[config.mk]
export PLATFORM = sky130hd
export DESIGN_NAME = rf_access_ctrl
export DESIGN_NICKNAME = d
export VERILOG_FILES = /design/src/rtl/rf_pkg.sv /design/src/rtl/rf_scoreboard.sv /design/src/rtl/rf_access_ctrl.sv
export SDC_FILE = /design/constraint.sdc
export NUM_CORES = 1
export LEC_CHECK = 0
export CAP_MARGIN = 20
export CORE_MARGIN = 3
export CORE_UTILIZATION = 40
export CTS_CLUSTER_DIAMETER = 200
export DETAILED_ROUTE_END_ITERATION = 8
export GPL_TIMING_DRIVEN = 0
export PLACE_DENSITY = 0.82
export SETUP_SLACK_MARGIN = 0.5
export SYNTH_ARGS = -nofsm -noshare
export SYNTH_HDL_FRONTEND = slang
export SYNTH_HIERARCHICAL = 1
export SYNTH_SLANG_ARGS = --single-unit
[constraint.sdc]
create_clock -name clk -period 2.9 [get_ports clk]
set_clock_uncertainty 0.2 [all_clocks]
set_input_delay 0.87 -clock clk [delete_from_list [all_inputs] [get_ports clk]]
set_output_delay 0.87 -clock clk [all_outputs]
set_load 0.01 [all_outputs]
[src/rtl/rf_pkg.sv]
// Shared sizes and types for the register-file access controller.
package rf_pkg;
  localparam int DATA_W = 16;
  localparam int IDX_W  = 2;
  localparam int NREG   = 1 << IDX_W;

  typedef logic [IDX_W-1:0]  reg_idx_t;
  typedef logic [DATA_W-1:0] data_t;
  typedef logic [NREG-1:0]   reg_mask_t;

  // One-hot mask for a register index, or all-zero when not enabled.
  function automatic reg_mask_t idx_mask(input reg_idx_t idx, input logic en);
    return en ? (reg_mask_t'(1) << idx) : '0;
  endfunction
endpackage

[src/rtl/rf_scoreboard.sv]
// Per-register pending-write scoreboard with set-over-clear priority,
// hazard queries for the issuing instruction, and the sticky error flag
// raised by a writeback to a register that had no write outstanding.
module rf_scoreboard
  import rf_pkg::*;
(
  input  logic      clk,
  input  logic      rst,
  input  logic      set_en_i,
  input  reg_idx_t  set_idx_i,
  input  logic      clr_en_i,
  input  reg_idx_t  clr_idx_i,
  input  reg_idx_t  src1_i,
  input  logic      use1_i,
  input  reg_idx_t  src2_i,
  input  logic      use2_i,
  input  reg_idx_t  dst_i,
  input  logic      wb_i,
  output reg_mask_t pend_o,
  output reg_mask_t pend_eff_o,
  output logic [2:0] hazard_o,
  output logic      wb_err_o
);
  reg_mask_t pend_q, pend_d;
  reg_mask_t set_mask, clr_mask;
  logic      err_q, err_d;

  // A writeback in this cycle already frees its register for a new reader,
  // and an issue that sets the same index as the clear keeps it pending.
  genvar gi;
  generate
    for (gi = 0; gi < NREG; gi++) begin : g_reg
      assign set_mask[gi] = set_en_i && (set_idx_i == reg_idx_t'(gi));
      assign clr_mask[gi] = clr_en_i && (clr_idx_i == reg_idx_t'(gi));
      assign pend_d[gi]   = set_mask[gi] | (pend_q[gi] & ~clr_mask[gi]);
    end
  endgenerate

  assign pend_eff_o = pend_q & ~clr_mask;

  assign hazard_o[0] = use1_i && pend_eff_o[src1_i];
  assign hazard_o[1] = use2_i && pend_eff_o[src2_i];
  assign hazard_o[2] = wb_i   && pend_eff_o[dst_i];

  assign err_d    = err_q | (clr_en_i && !pend_q[clr_idx_i]);
  assign pend_o   = pend_q;
  assign wb_err_o = err_q;

  // Scoreboard and sticky error state.
  always_ff @(posedge clk or negedge rst) begin
    if (!rst) begin
      pend_q <= '0;
      err_q  <= 1'b0;
    end else begin
      pend_q <= pend_d;
      err_q  <= err_d;
    end
  end
endmodule

[src/rtl/rf_access_ctrl.sv]
// Operand-fetch / writeback controller sitting between decode and execute.
// Reads the register file combinationally, bypasses same-cycle writeback
// data into the captured operands, and stalls issue on RAW/WAW hazards.
module rf_access_ctrl
  import rf_pkg::*;
(
  input  logic             clk,
  input  logic             rst,
  input  logic             iss_valid,
  output logic             iss_ready,
  input  logic [IDX_W-1:0] iss_src1,
  input  logic [IDX_W-1:0] iss_src2,
  input  logic             iss_use1,
  input  logic             iss_use2,
  input  logic [IDX_W-1:0] iss_dst,
  input  logic             iss_wb,
  output logic             op_valid,
  input  logic             op_ready,
  output logic [DATA_W-1:0] op_a,
  output logic [DATA_W-1:0] op_b,
  output logic [IDX_W-1:0] op_dst,
  output logic             op_wb,
  input  logic             wb_valid,
  input  logic [IDX_W-1:0] wb_index,
  input  logic [DATA_W-1:0] wb_data,
  output logic [IDX_W-1:0] rf_rd_index1,
  output logic [IDX_W-1:0] rf_rd_index2,
  input  logic [DATA_W-1:0] rf_rd_data1,
  input  logic [DATA_W-1:0] rf_rd_data2,
  output logic             rf_wr_enable,
  output logic [IDX_W-1:0] rf_wr_index,
  output logic [DATA_W-1:0] rf_wr_data,
  output logic [NREG-1:0]  busy_mask,
  output logic             wb_err
);
  logic      op_valid_q, op_valid_d;
  data_t     op_a_q, op_a_d, op_b_q, op_b_d;
  reg_idx_t  op_dst_q, op_dst_d;
  logic      op_wb_q, op_wb_d;
  reg_mask_t clr_mask;
  logic [2:0] hazard;
  logic      stall, out_free, fire;

  assign rf_rd_index1 = iss_src1;
  assign rf_rd_index2 = iss_src2;
  assign rf_wr_enable = wb_valid;
  assign rf_wr_index  = wb_index;
  assign rf_wr_data   = wb_data;

  assign clr_mask = idx_mask(wb_index, wb_valid);
  assign stall    = |hazard;
  assign out_free = !op_valid_q || op_ready;
  assign iss_ready = out_free && !stall;
  assign fire     = iss_valid && iss_ready;

  rf_scoreboard u_sb (
    .clk        (clk),
    .rst        (rst),
    .set_en_i   (fire && iss_wb),
    .set_idx_i  (iss_dst),
    .clr_en_i   (wb_valid),
    .clr_idx_i  (wb_index),
    .src1_i     (iss_src1),
    .use1_i     (iss_use1),
    .src2_i     (iss_src2),
    .use2_i     (iss_use2),
    .dst_i      (iss_dst),
    .wb_i       (iss_wb),
    .pend_o     (busy_mask),
    .pend_eff_o (),
    .hazard_o   (hazard),
    .wb_err_o   (wb_err)
  );

  // Next operand-stage contents: load on fire (with writeback bypass),
  // drain on accept, otherwise hold.
  always_comb begin
    op_valid_d = op_valid_q;
    op_a_d     = op_a_q;
    op_b_d     = op_b_q;
    op_dst_d   = op_dst_q;
    op_wb_d    = op_wb_q;
    if (fire) begin
      op_valid_d = 1'b1;
      op_dst_d   = iss_dst;
      op_wb_d    = iss_wb;
      op_a_d     = !iss_use1 ? '0 : clr_mask[iss_src1] ? wb_data : rf_rd_data1;
      op_b_d     = !iss_use2 ? '0 : clr_mask[iss_src2] ? wb_data : rf_rd_data2;
    end else if (op_ready) begin
      op_valid_d = 1'b0;
    end
  end

  // Operand-stage registers.
  always_ff @(posedge clk or negedge rst) begin
    if (!rst) begin
      op_valid_q <= 1'b0;
      op_a_q     <= '0;
      op_b_q     <= '0;
      op_dst_q   <= '0;
      op_wb_q    <= 1'b0;
    end else begin
      op_valid_q <= op_valid_d;
      op_a_q     <= op_a_d;
      op_b_q     <= op_b_d;
      op_dst_q   <= op_dst_d;
      op_wb_q    <= op_wb_d;
    end
  end

  assign op_valid = op_valid_q;
  assign op_a     = op_a_q;
  assign op_b     = op_b_q;
  assign op_dst   = op_dst_q;
  assign op_wb    = op_wb_q;
endmodule

* Word-level counts from Yosys, hierarchy flattened
Cells that the tools add are included.
** Cells by class
- Magnitude comparators :: 4
- Equality and inequality tests :: 6
- Shifts and indexed selects :: 1
- Multiplexer cells :: 19
- Bitwise gates (word level) :: 15
- Reductions and logical operators :: 23
** Operator list (count)
- 16-bit two-way mux :: 4
- 1-bit logical AND :: 15
- 1-bit binary-select mux with 2-bit select :: 6
- 2-bit by 3-bit < comparator with 1-bit output, second input constant :: 4
- 2-bit equality test, second input constant :: 4
- 1-bit two-way mux :: 8
- 1-bit OR :: 5
- 1-bit AND :: 4
- 4-bit AND :: 1
- 2-bit by 1-bit equality test with 1-bit output, second input constant :: 2
- 2-bit logical NOT :: 2
- 4-bit two-way mux :: 1
- 1-bit inverter :: 4
- 4-bit inverter :: 1
- 1-bit by 2-bit << shifter with 4-bit output, first input constant :: 1
- 1-bit logical NOT :: 3
- 3-bit OR reduction :: 1
- 2-bit nonzero test :: 1
- 1-bit logical OR :: 1
** Storage, ports and cells
- Bits in registers :: 41
- Output and inout port bits :: 65
- Word-level logic and storage cells :: 75

* Depth between registers and ports, before layout
Gate-level depths: netlist of run 1.
- Depth after elaboration :: 14
- Depth in mapped cells :: 9
- Mapped depth without buffers :: 7

* Cells and area by module
Netlist of run 1, hierarchy kept.
** By module, submodules not included
- rf_access_ctrl :: instances 1, cells each 171, area an instance 1994.4 um^2
- rf_scoreboard :: instances 1, cells each 38, area an instance 439.2 um^2

* Worst setup path before layout of run 1
Ideal clock, no wire load.
- Path type :: input port to output port
- From :: input port wb_index[0]
- To :: output port iss_ready
- Data arrival time :: 1.826 ns
- Path slack :: 0.004 ns
- Stages on the path :: 5
- Buffers on the path :: 1
- Cells stage by stage :: buf_6 > xor2_1 > o311a_1 > nor3_2 > and2_1
** On the way
- Cells in the longest elaborated chain, start to end :: 10
** Ends and longest elaborated chain
- from (decl) :: RTL line rf_access_ctrl.sv:24 : input logic [IDX_W-1:0] wb_index,
- 2-bit by 1-bit equality test with 1-bit output, or another cell as far along :: RTL line rf_scoreboard.sv:34 : assign clr_mask[gi] = clr_en_i && (clr_idx_i == reg_idx_t'(gi));
- 1-bit logical AND :: RTL line rf_scoreboard.sv:34
- 4-bit inverter * :: RTL line rf_scoreboard.sv:39 : assign pend_eff_o = pend_q & ~clr_mask;
- 4-bit AND * :: RTL line rf_scoreboard.sv:39
- 1-bit binary-select mux with 2-bit select * :: RTL line rf_scoreboard.sv:42 : assign hazard_o[1] = use2_i && pend_eff_o[src2_i];
- 1-bit two-way mux (implied by the code) * :: RTL line rf_scoreboard.sv:42
- 1-bit logical AND * :: RTL line rf_scoreboard.sv:42
- named net hazard[1] :: RTL line rf_access_ctrl.sv:41 : logic [2:0] hazard;
- 3-bit OR reduction * :: RTL line rf_access_ctrl.sv:51 : assign stall = |hazard;
- 1-bit logical NOT * :: RTL line rf_access_ctrl.sv:53 : assign iss_ready = out_free && !stall;
- 1-bit logical AND * :: RTL line rf_access_ctrl.sv:53
- to (decl) :: RTL line rf_access_ctrl.sv:10 : output logic iss_ready,
The timed path passes the listed nets; every way through them passes the cells marked *. The select of a mux whose other input is x is not followed.

* Worst setup path in the final report of run 1
Ends and elaborated chain as after synthesis.

==> reports/metrics.cfg, run 1 <==
[status]
outcome = finished, violations left
violations = setup timing

[routing]
totalWireLength_um = 9430
avgRoutedWirePerCell_um = 22.2
firstDrtPassIters = 4
vias_per_cell = 5.68
drc = 0
vias = 2413
drtAntennaViolNets = 0
drtIter0Drc = 125

[cts]
cts_tree = yes
clock-sinks = 41
cts_buffers = 5
htreeDepth = 2
insertion_delay_ns = 0.29
ctsRootBufferMaster = clkbuf_8
clkTransAtPathRegs_ns = 0.08
cts_buffer_depth = 2
hold_buffers = 0

[pwr]
p_per_area_nw_per_um2 = 633
peakVddDrop_mv = 0.425
switching_share_pct = 32.4
power_frac_seq_pct = 31.7
comb_power_share_pct = 49.2
intPower_mw = 1.95
p_clk_share_pct = 19.1
p_switching_uw = 934
leakage_nw = 1.94
p_total_mw = 2.88

[sta]
hold_viol = 0
min_period_over_period_pct = 107
slew_headroom_pct = 76.3
setup_viol = 1
timing.fmax_mhz = 321
fin_ws_ns = -0.216
grt_setup_unrepaired = true
worst_pin_slew_ns = 0.354
finalMaxSlewViolations = 0
min_period_ns = 3.12

[placed_design]
postPlaceCellArea_um2 = 3820
gp_congestion = 0.824
dp_slack_ns = -1.24
dp_cells = 406
portBuffers = 128
dp_hpwl_um = 6210

[setup_path]
critPathLaunch = wb_index[0]
critPathArrivalTime_ns = 2.05
r2r_start = u_sb/pend_o[2]
start_kind = input pin
cp.required_ns = 1.83
path_max_fanout = 4
crit_path_end_kind = primary output
critPathKind = input pin to primary output

[die]
io-pin-count = 129
initial_core_util_pct = 42.5
rows = 27
die-height_um = 83.6
dieArea_um2 = 6990
die_w_um = 83.6
coreArea_um2 = 5680

[finish]
synthToLayoutAreaGrowth_pct = 88.8
postLayoutCellArea_um2 = 4550
layout-drive-gt1-share_pct = 44.2
antenna_cells = 0
fin_cells = 425
nets = 416

[logic_synthesis]
yosysWarningCount = 6
syn_area_um2 = 2410
syn-num-nets = 269
synth.avg_cell_area_um2 = 11.8
synth_cells = 205

[global_route]
grt_pass1_vias = 2500
antenna_found_initial = 0
grt_usage_pct = 24.4
grt_start_max_net_pins = 39
grt_pass1_wl_um = 13700
grt.overflow.total = 0

[run]
drv_cap = 0

[hold_path]
hold_path_class = input pin to async pin

-- cell type report --
cell class	instances	area (um2)
multi-input cells	123	1570
repair buffers	140	1380
fillers	302	1120
flip-flops and latches	41	1030
plain buffers	37	337
well taps	72	90.1
clock buffers	5	68.8
clock inverters	3	65.1
inverters	4	15.0
-- path summary, 6_finish.rpt --
| path | cells past startpoint | to | slack [ns] |
|---|---|---|---|
| worst max-delay path | 7 | iss_ready | -0.22 |
| worst min-delay path | 1 | op_dst[1] | 0.18 |
| worst max register to register | 10 | u_sb/pend_o[1] | 0.46 |
| worst min register to register | 1 | u_sb/wb_err_o | 0.29 |
| max in group asynchronous | 2 | u_sb/pend_o[1] | 1.90 |
| min in group clk | 1 | u_sb/wb_err_o | 0.29 |
-- placed cells by master, fill, tap and decap left out, types with 2 or more instances in the layout --
cell type / count
xor2_1: 6
dlygate4sd2_1: 2
dfrtp_1: 38
buf_12: 3
nand2_2: 3
a32o_1: 2
clkbuf_8: 5
o311a_1: 3
nand3b_1: 2
buf_6: 24
bufinv_16: 2
o2bb2ai_2: 8
and2_4: 2
xnor2_1: 4
clkbuf_2: 6
o2bb2ai_1: 3
mux2_4: 2
a2bb2oi_2: 3
clkdlybuf4s50_1: 75
nand2_1: 17
a2bb2oi_1: 29
inv_1: 3
buf_8: 10
o2bb2ai_4: 22
nand2_8: 2
dfrtp_2: 3
mux4_2: 4
clkdlybuf4s15_1: 9
buf_2: 16
nand3_2: 2
buf_4: 30
-- through the flow --
step | util [%] | setup TNS [ns] | hold WS, ns
after floorplan | - | 0 | 0.316
after global placement | 67.1 | -36.90 | 0.261
after detailed placement | 67.4 | -25.89 | 0.271
after CTS | 75.5 | -0.200 | 0.176
after global routing | 80.2 | -0.277 | 0.167
final | 80.2 | -0.216 | 0.185
-- flip-flops by register name (all words and copies together), names as in the netlist --
| name | count |
|---|---|
| op_a | 16 |
| u_sb/wb_err_o | 1 |
| op_valid | 1 |
| u_sb/pend_o | 4 |
| op_b | 16 |
| op_wb | 1 |
| op_dst | 2 |
-- worst max-delay path, cell delays in order --
cell	delay [ns]
buf_8	0.10
buf_6	0.12
xor2_1	0.15
o311a_1	0.34
nor3_2	0.19
and2_4	0.18
buf_6	0.10
-- power by group through the flow --
| stage | clock network (mW) | registers (mW) | logic (mW) |
|---|---|---|---|
| after detailed placement | 0 | 0.853 | 1.08 |
| final | 0.551 | 0.913 | 1.42 |
| after floorplan | 0 | 0.918 | 0.415 |
| after global routing | 0.579 | 0.930 | 1.48 |
| after global placement | 0 | 0.848 | 1.06 |
| after CTS | 0.555 | 0.871 | 1.24 |
-- layer usage --
metal	global-route usage (%)	vias to the layer above	share of wire, %
met5	0	-	0
li1	-	1054	-
met2	42.5	112	53
met1	30.8	1230	40
met4	7.89	0	2.3
met3	3.85	17	5.0
-- repair_timing --
item                                   CTS  global route
cloned                                   2             0
pin swaps                               27             5
endpoints found under the hold margin    0             0
resized for setup                      232            44
setup endpoints to repair               64            54
buffers inserted                         8             1
Power figures use the tool's default switching activity.
==> run 2: changes to the inputs <==
- CORE_UTILIZATION: 40 -> 36
- PLACE_DENSITY: 0.82 -> 0.77
- clock period: 2.9 -> 2.7 ns (I/O delays scaled with it)
==> run 2 against run 1 <==
Effect of this change:
- the run still ends with setup timing left
- worst setup slack got worse by 0.13 ns
- via count decreased by 6.3%
- wire length decreased by 9.8%
- combinational power decreased by 7%
- power decreased by 7.4%
- register-to-register slack got worse by 0.14 ns
- largest cell class unchanged
- critical path type unchanged
- clock power decreased by 27%
- cell area decreased by 3.4%
- worst hold slack got worse by 0.079 ns
- non-clock buffer count decreased by 1
- first-iteration DRC count decreased by 29%
- final cell count increased by 0.71%
==> reports/metrics.cfg, run 2 (same netlist as run 1, synthesis figures left out) <==
[routing]
avgRoutedWirePerCell_um = 19.9  ; -10%
drtAntennaViolNets = 0  ; unchanged
wl_met2_um = 4440  ; -11%
highest_layer = met4
totalWireLength_um = 8510  ; -9.8%
drtIter0Drc = 89  ; -29%
wl_met1_um = 3510  ; -6.2%
vias = 2260  ; -6.3%
drc = 0  ; unchanged
firstDrtPassIters = 5  ; +1
dr_wl_met3_um = 380  ; -19%
vias_per_cell = 5.28  ; -7.0%

[status]
violations = setup timing
outcome = finished, violations left

[setup_path]
start_kind = input pin
r2r_end = op_b[15]
critPathKind = input pin to primary output
critPathArrivalTime_ns = 2.04  ; about the same
rr_worst_depth = 7  ; -3
cp.required_ns = 1.69  ; -0.14 ns
crit_path_end_kind = primary output
path_max_fanout = 4  ; unchanged
r2r_start = u_sb/pend_o[3]
rrSetupSlack_ns = 0.32  ; -0.14 ns

[cts]
insertion_delay_ns = 0.29  ; about the same
cts_buffer_depth = 2  ; unchanged
hold_buffers = 0  ; unchanged
clkTransAtPathRegs_ns = 0.07  ; about the same
cts_tree = yes
clock-sinks = 41  ; unchanged
cts_buffers = 5  ; unchanged
ctsRootBufferMaster = clkbuf_8
htreeDepth = 2  ; unchanged

[global_route]
antenna_found_initial = 0  ; unchanged
grt_pass1_vias = 2267  ; -9.3%
grt_usage_pct = 20.8  ; -3.6 points
grt_start_max_net_pins = 41  ; +5.1%
grt.overflow.total = 0  ; unchanged
grt_pass1_wl_um = 12300  ; -10%

[placed_design]
dp_cells = 411  ; +1.2%
gp_congestion = 0.864  ; +4.8%
portBuffers = 128  ; unchanged
dp_hpwl_um = 6030  ; -2.9%
postPlaceCellArea_um2 = 3830  ; +0.16%

[sta]
setup_viol = 1  ; unchanged
grt_setup_unrepaired = true
min_period_ns = 3.05
slew_headroom_pct = 72.5  ; -3.9 points
hold_viol = 0  ; unchanged
min_period_over_period_pct = 113
finalMaxSlewViolations = 0  ; unchanged
fin_ws_ns = -0.346  ; -0.130 ns
timing.fmax_mhz = 328
worst_pin_slew_ns = 0.411  ; +0.0577 ns

[die]
die-height_um = 87.8  ; +5.0%
rows = 29  ; +7.4%
dieArea_um2 = 7710  ; +10%
die_w_um = 87.8  ; +5.0%
io-pin-count = 129  ; unchanged
initial_core_util_pct = 37.5  ; -4.9 points
coreArea_um2 = 6420  ; +13%

[hold_path]
hold_path_class = input pin to async pin

[finish]
fin_cells = 428  ; +0.71%
postLayoutCellArea_um2 = 4400  ; -3.4%
synthToLayoutAreaGrowth_pct = 82.4
antenna_cells = 0  ; unchanged
fill_cells = 482  ; +60%
nets = 415  ; -0.24%
final_cell_mix = buf_6, dfrtp_1, clkdlybuf4s50_1
layout-drive-gt1-share_pct = 43.9  ; -0.32 points
mostFrequentLayoutCell = buf_6

[run]
drv_cap = 0  ; unchanged

[pwr]
peakVddDrop_mv = 0.469  ; +10%
p_total_mw = 2.67  ; -7.4%
p_per_area_nw_per_um2 = 607  ; -4.1%
leakage_nw = 2.13  ; +9.9%

-- run 2: cell types whose count changed in the layout (fill, tap and decap cells not counted), sizes merged --
cell           before  now
bufinv              2    0
clkbuf             11    9
clkdlybuf4s50      75   38
clkinv              1    0
clkdlybuf4s15       9    0
dlygate4sd2         2   28
dlymetal6s2s        1   12
buf                84   96
-- run 2: worst max path at each step --
stage | startpoint | end | cells after the start
CTS | iss_dst[0] | iss_ready | 6
global route | iss_src2[0] | iss_ready | 6
floorplan | iss_dst[0] | iss_ready | 4
finish | iss_src2[0] | iss_ready | 6
global placement | iss_dst[0] | iss_ready | 6
detailed placement | iss_dst[0] | iss_ready | 6
-- run 2: area by class of cell --
type / count / area [um2] / area share (%)
flip-flops and latches: 41 / 1030 / 23.4
repair buffers: 139 / 1360 / 30.9
plain buffers: 37 / 360 / 8.20
well taps: 77 / 96.3 / 2.19
inverters: 4 / 15.0 / 0.341
multi-input cells: 123 / 1450 / 33.0
clock buffers: 7 / 86.3 / 1.96
-- run 2: power by group --
group	switching, mW	internal (mW)	leakage (nW)
Combinational	0.545	0.772	1.56
Clock	0.198	0.203	0.0443
Sequential	0.159	0.792	0.525
-- run 2: repair_timing --
| action | CTS | global route |
|---|---|---|
| pin swaps | 5 | 23 |
| endpoints found under the hold margin | 0 | 0 |
| setup endpoints to repair | 93 | 59 |
| buffers inserted | 7 | 1 |
| gates cloned | 0 | 2 |
| resized for setup | 267 | 70 |
-- run 2: worst max-delay path, stage by stage --
cell and delay (ns):
buf_8 0.09, mux4_2 0.49, o311a_1 0.13, nor3_2 0.23, and2_4 0.19, buf_6 0.09
-- run 2: per-stage QoR --
step	hold slack, ns	util, %	setup slack [ns]	TNS, ns
final	0.106	68.5	-0.346	-0.346
after global routing	0.0914	68.5	-0.360	-0.360
after CTS	0.102	60.7	-0.315	-0.315
after detailed placement	0.264	59.6	-1.31	-33.83
after global placement	0.264	59.4	-1.34	-52.08
after floorplan	0.314	-	-0.0547	-0.0547
-- run 2: per-layer routing --
metal  up-vias  GRT usage, %
met5         -             0
met4         0          5.44
li1       1051             -
met3        11          4.70
met2        58          33.6
met1      1140          28.1
==> run 3: changes to the inputs <==
- ABC_AREA: not set -> 1
- CORE_UTILIZATION: 36 -> 39
- PLACE_DENSITY: 0.77 -> 0.78
- SLEW_MARGIN: not set -> 20
==> run 3 against run 2 <==
Effect of this change:
- the run still ends with setup timing left
- wire length increased by 21%
- critical path depth is 17 higher
- register-to-register slack worse by 0.41 ns
- core utilization increased by 4.4 points
- count of clock-buffer cells in the layout did not move
- sequential power decreased by 10%
- die area grew 13%
- critical path type is now input pin to flip-flop
==> reports/metrics.cfg, run 3 <==
[setup_path]
crit_end = op_b[7]
path_max_fanout = 7  ; +3
start_kind = input pin
critPathArrivalTime_ns = 3.19  ; +1.15 ns
cp.required_ns = 2.72  ; +1.03 ns
critPathLaunch = wb_index[0]
rr_worst_depth = 20  ; +13
rrSetupSlack_ns = -0.09  ; -0.41 ns
r2r_end = op_b[7]
crit_path_end_kind = flip-flop
critPathKind = input pin to flip-flop
r2r_start = u_sb/pend_o[2]

[routing]
avgRoutedWirePerCell_um = 15.4  ; -23%
vias = 3259  ; +44%
drc = 0  ; unchanged
vias_per_cell = 4.89  ; -7.5%
totalWireLength_um = 10300  ; +21%
drtIter0Drc = 92  ; +3.4%
drtAntennaViolNets = 0  ; unchanged
firstDrtPassIters = 4  ; -1

[sta]
min_period_ns = 3.16  ; +0.118 ns
timing.fmax_mhz = 316  ; -3.7%
fin_ws_ns = -0.465  ; -0.118 ns
min_period_over_period_pct = 117  ; +4.4 points
hold_viol = 0  ; unchanged
fin_setup_tns_ns = -17.10  ; -16.75 ns
setup_viol = 41  ; +40
slew_headroom_pct = 78.1  ; +5.6 points
whs_ns = 0.210  ; +0.105 ns
worst_pin_slew_ns = 0.329  ; -0.0826 ns
finalMaxSlewViolations = 0  ; unchanged
grt_setup_unrepaired = true

[global_route]
grt_usage_pct = 22.7  ; +1.9 points
grt_pass1_wl_um = 15800  ; +28%
grt_pass1_vias = 3271  ; +44%
grt_start_max_net_pins = 29  ; -29%
antenna_found_initial = 0  ; unchanged
grt.overflow.total = 0  ; unchanged

[logic_synthesis]
syn_area_um2 = 2970  ; +23%
syn-num-nets = 462  ; +72%
synth_cells = 398  ; +94%
yosysWarningCount = 6  ; unchanged
synth.avg_cell_area_um2 = 7.46  ; -37%

[cts]
cts_buffer_depth = 2  ; unchanged
cts_tree = yes
insertion_delay_ns = 0.29  ; about the same
cts_buffers = 5  ; unchanged
clock-sinks = 41  ; unchanged
ctsRootBufferMaster = clkbuf_8
htreeDepth = 2  ; unchanged
clkTransAtPathRegs_ns = 0.08  ; about the same
hold_buffers = 0  ; unchanged

[die]
coreArea_um2 = 7330  ; +14%
dieArea_um2 = 8700  ; +13%
io-pin-count = 129  ; unchanged
rows = 31  ; +6.9%
die_w_um = 93.3  ; +6.2%
initial_core_util_pct = 40.5  ; +3.0 points
die-height_um = 93.3  ; +6.2%

[finish]
layout-drive-gt1-share_pct = 44.5  ; +0.67 points
synthToLayoutAreaGrowth_pct = 79.7
fin_cells = 667  ; +56%
final_cell_mix = nand2_1, nand3_2, inv_1
postLayoutCellArea_um2 = 5340  ; +21%
finish.utilization_pct = 72.8  ; +4.4 points
nets = 631  ; +52%
antenna_cells = 0  ; unchanged
mostFrequentLayoutCell = nand2_1

[status]
violations = setup timing
outcome = finished, violations left

[pwr]
p_total_mw = 2.50  ; -6.2%
leakage_nw = 3.01  ; +41%
peakVddDrop_mv = 0.338  ; -28%
p_per_area_nw_per_um2 = 469  ; -23%

[placed_design]
dp_slack_ns = -1.53  ; -0.214 ns
postPlaceCellArea_um2 = 4570  ; +19%
portBuffers = 128  ; unchanged
dp_hpwl_um = 7150  ; +19%
gp_congestion = 0.887  ; +2.6%
dp_cells = 626  ; +52%

[hold_path]
hold_path_class = input pin to async pin

[run]
drv_cap = 0  ; unchanged

run 3: changes by cell type in the layout (fill, tap and decap cells not counted), sizes merged, moves of 6 or more:
cell / change
nor2: +12
inv: +65
nand3: +128
o2bb2ai: -33
buf: +18
xor2: -6
a2bb2oi: -32
nand2: +71
run 3: area by class of cell:
cell class	count	area, um2
well taps	99	124
plain buffers	38	427
clock inverters	1	30.0
fillers	545	1990
flip-flops and latches	41	1030
repair buffers	162	1650
clock buffers	7	86.3
multi-input cells	250	1730
inverters	69	262
run 3: critical path: stages:
cell and delay [ns]:
buf_12 0.12, nor2_4 0.11, nand2_2 0.08, nand2_2 0.09, nor2_2 0.05, nor2_1 0.15
nor2_2 0.06, nor3_2 0.18, buf_4 0.15, buf_6 0.09, buf_6 0.08, buf_6 0.08
buf_6 0.08, buf_6 0.08, buf_6 0.08, buf_6 0.08, buf_6 0.09, nand3_4 0.14
nor2_4 0.20, buf_6 0.13, buf_8 0.11, nand3_2 0.06, nand2_1 0.08
run 3: worst min-delay path by stage:
stage / from / to / slack, ns
5_1_grt: rst / op_a[5] / 0.22
3_5_place_dp: op_a[10] / op_a[10] / 0.26
4_1_cts: rst / op_a[5] / 0.22
6_report: rst / op_a[5] / 0.21
2_1_floorplan: rst / op_a[0] / 0.31
3_3_place_gp: op_a[6] / op_a[6] / 0.25
run 3: where the power goes:
group | internal (mW) | switching [mW] | total (mW) | leakage, nW
clock network | 0.302 | 0.205 | 0.507 | 0.0585
registers | 0.753 | 0.102 | 0.854 | 0.523
logic | 0.607 | 0.536 | 1.14 | 2.43
total | 1.66 | 0.842 | 2.50 | 3.01
run 3: repair_timing:
item	CTS	global route
cloned	4	0
buffers inserted	23	6
pin swaps	27	8
gates resized for setup	327	50
endpoints found under the setup margin	86	64
run 3: metal layers:
metal	track usage (%)	part of all wire, %	vias up
met5	0	0	-
met4	8.06	3.1	0
met3	3.38	4.8	22
met2	40.7	53	99
met1	27.5	39	1551
li1	-	-	1587
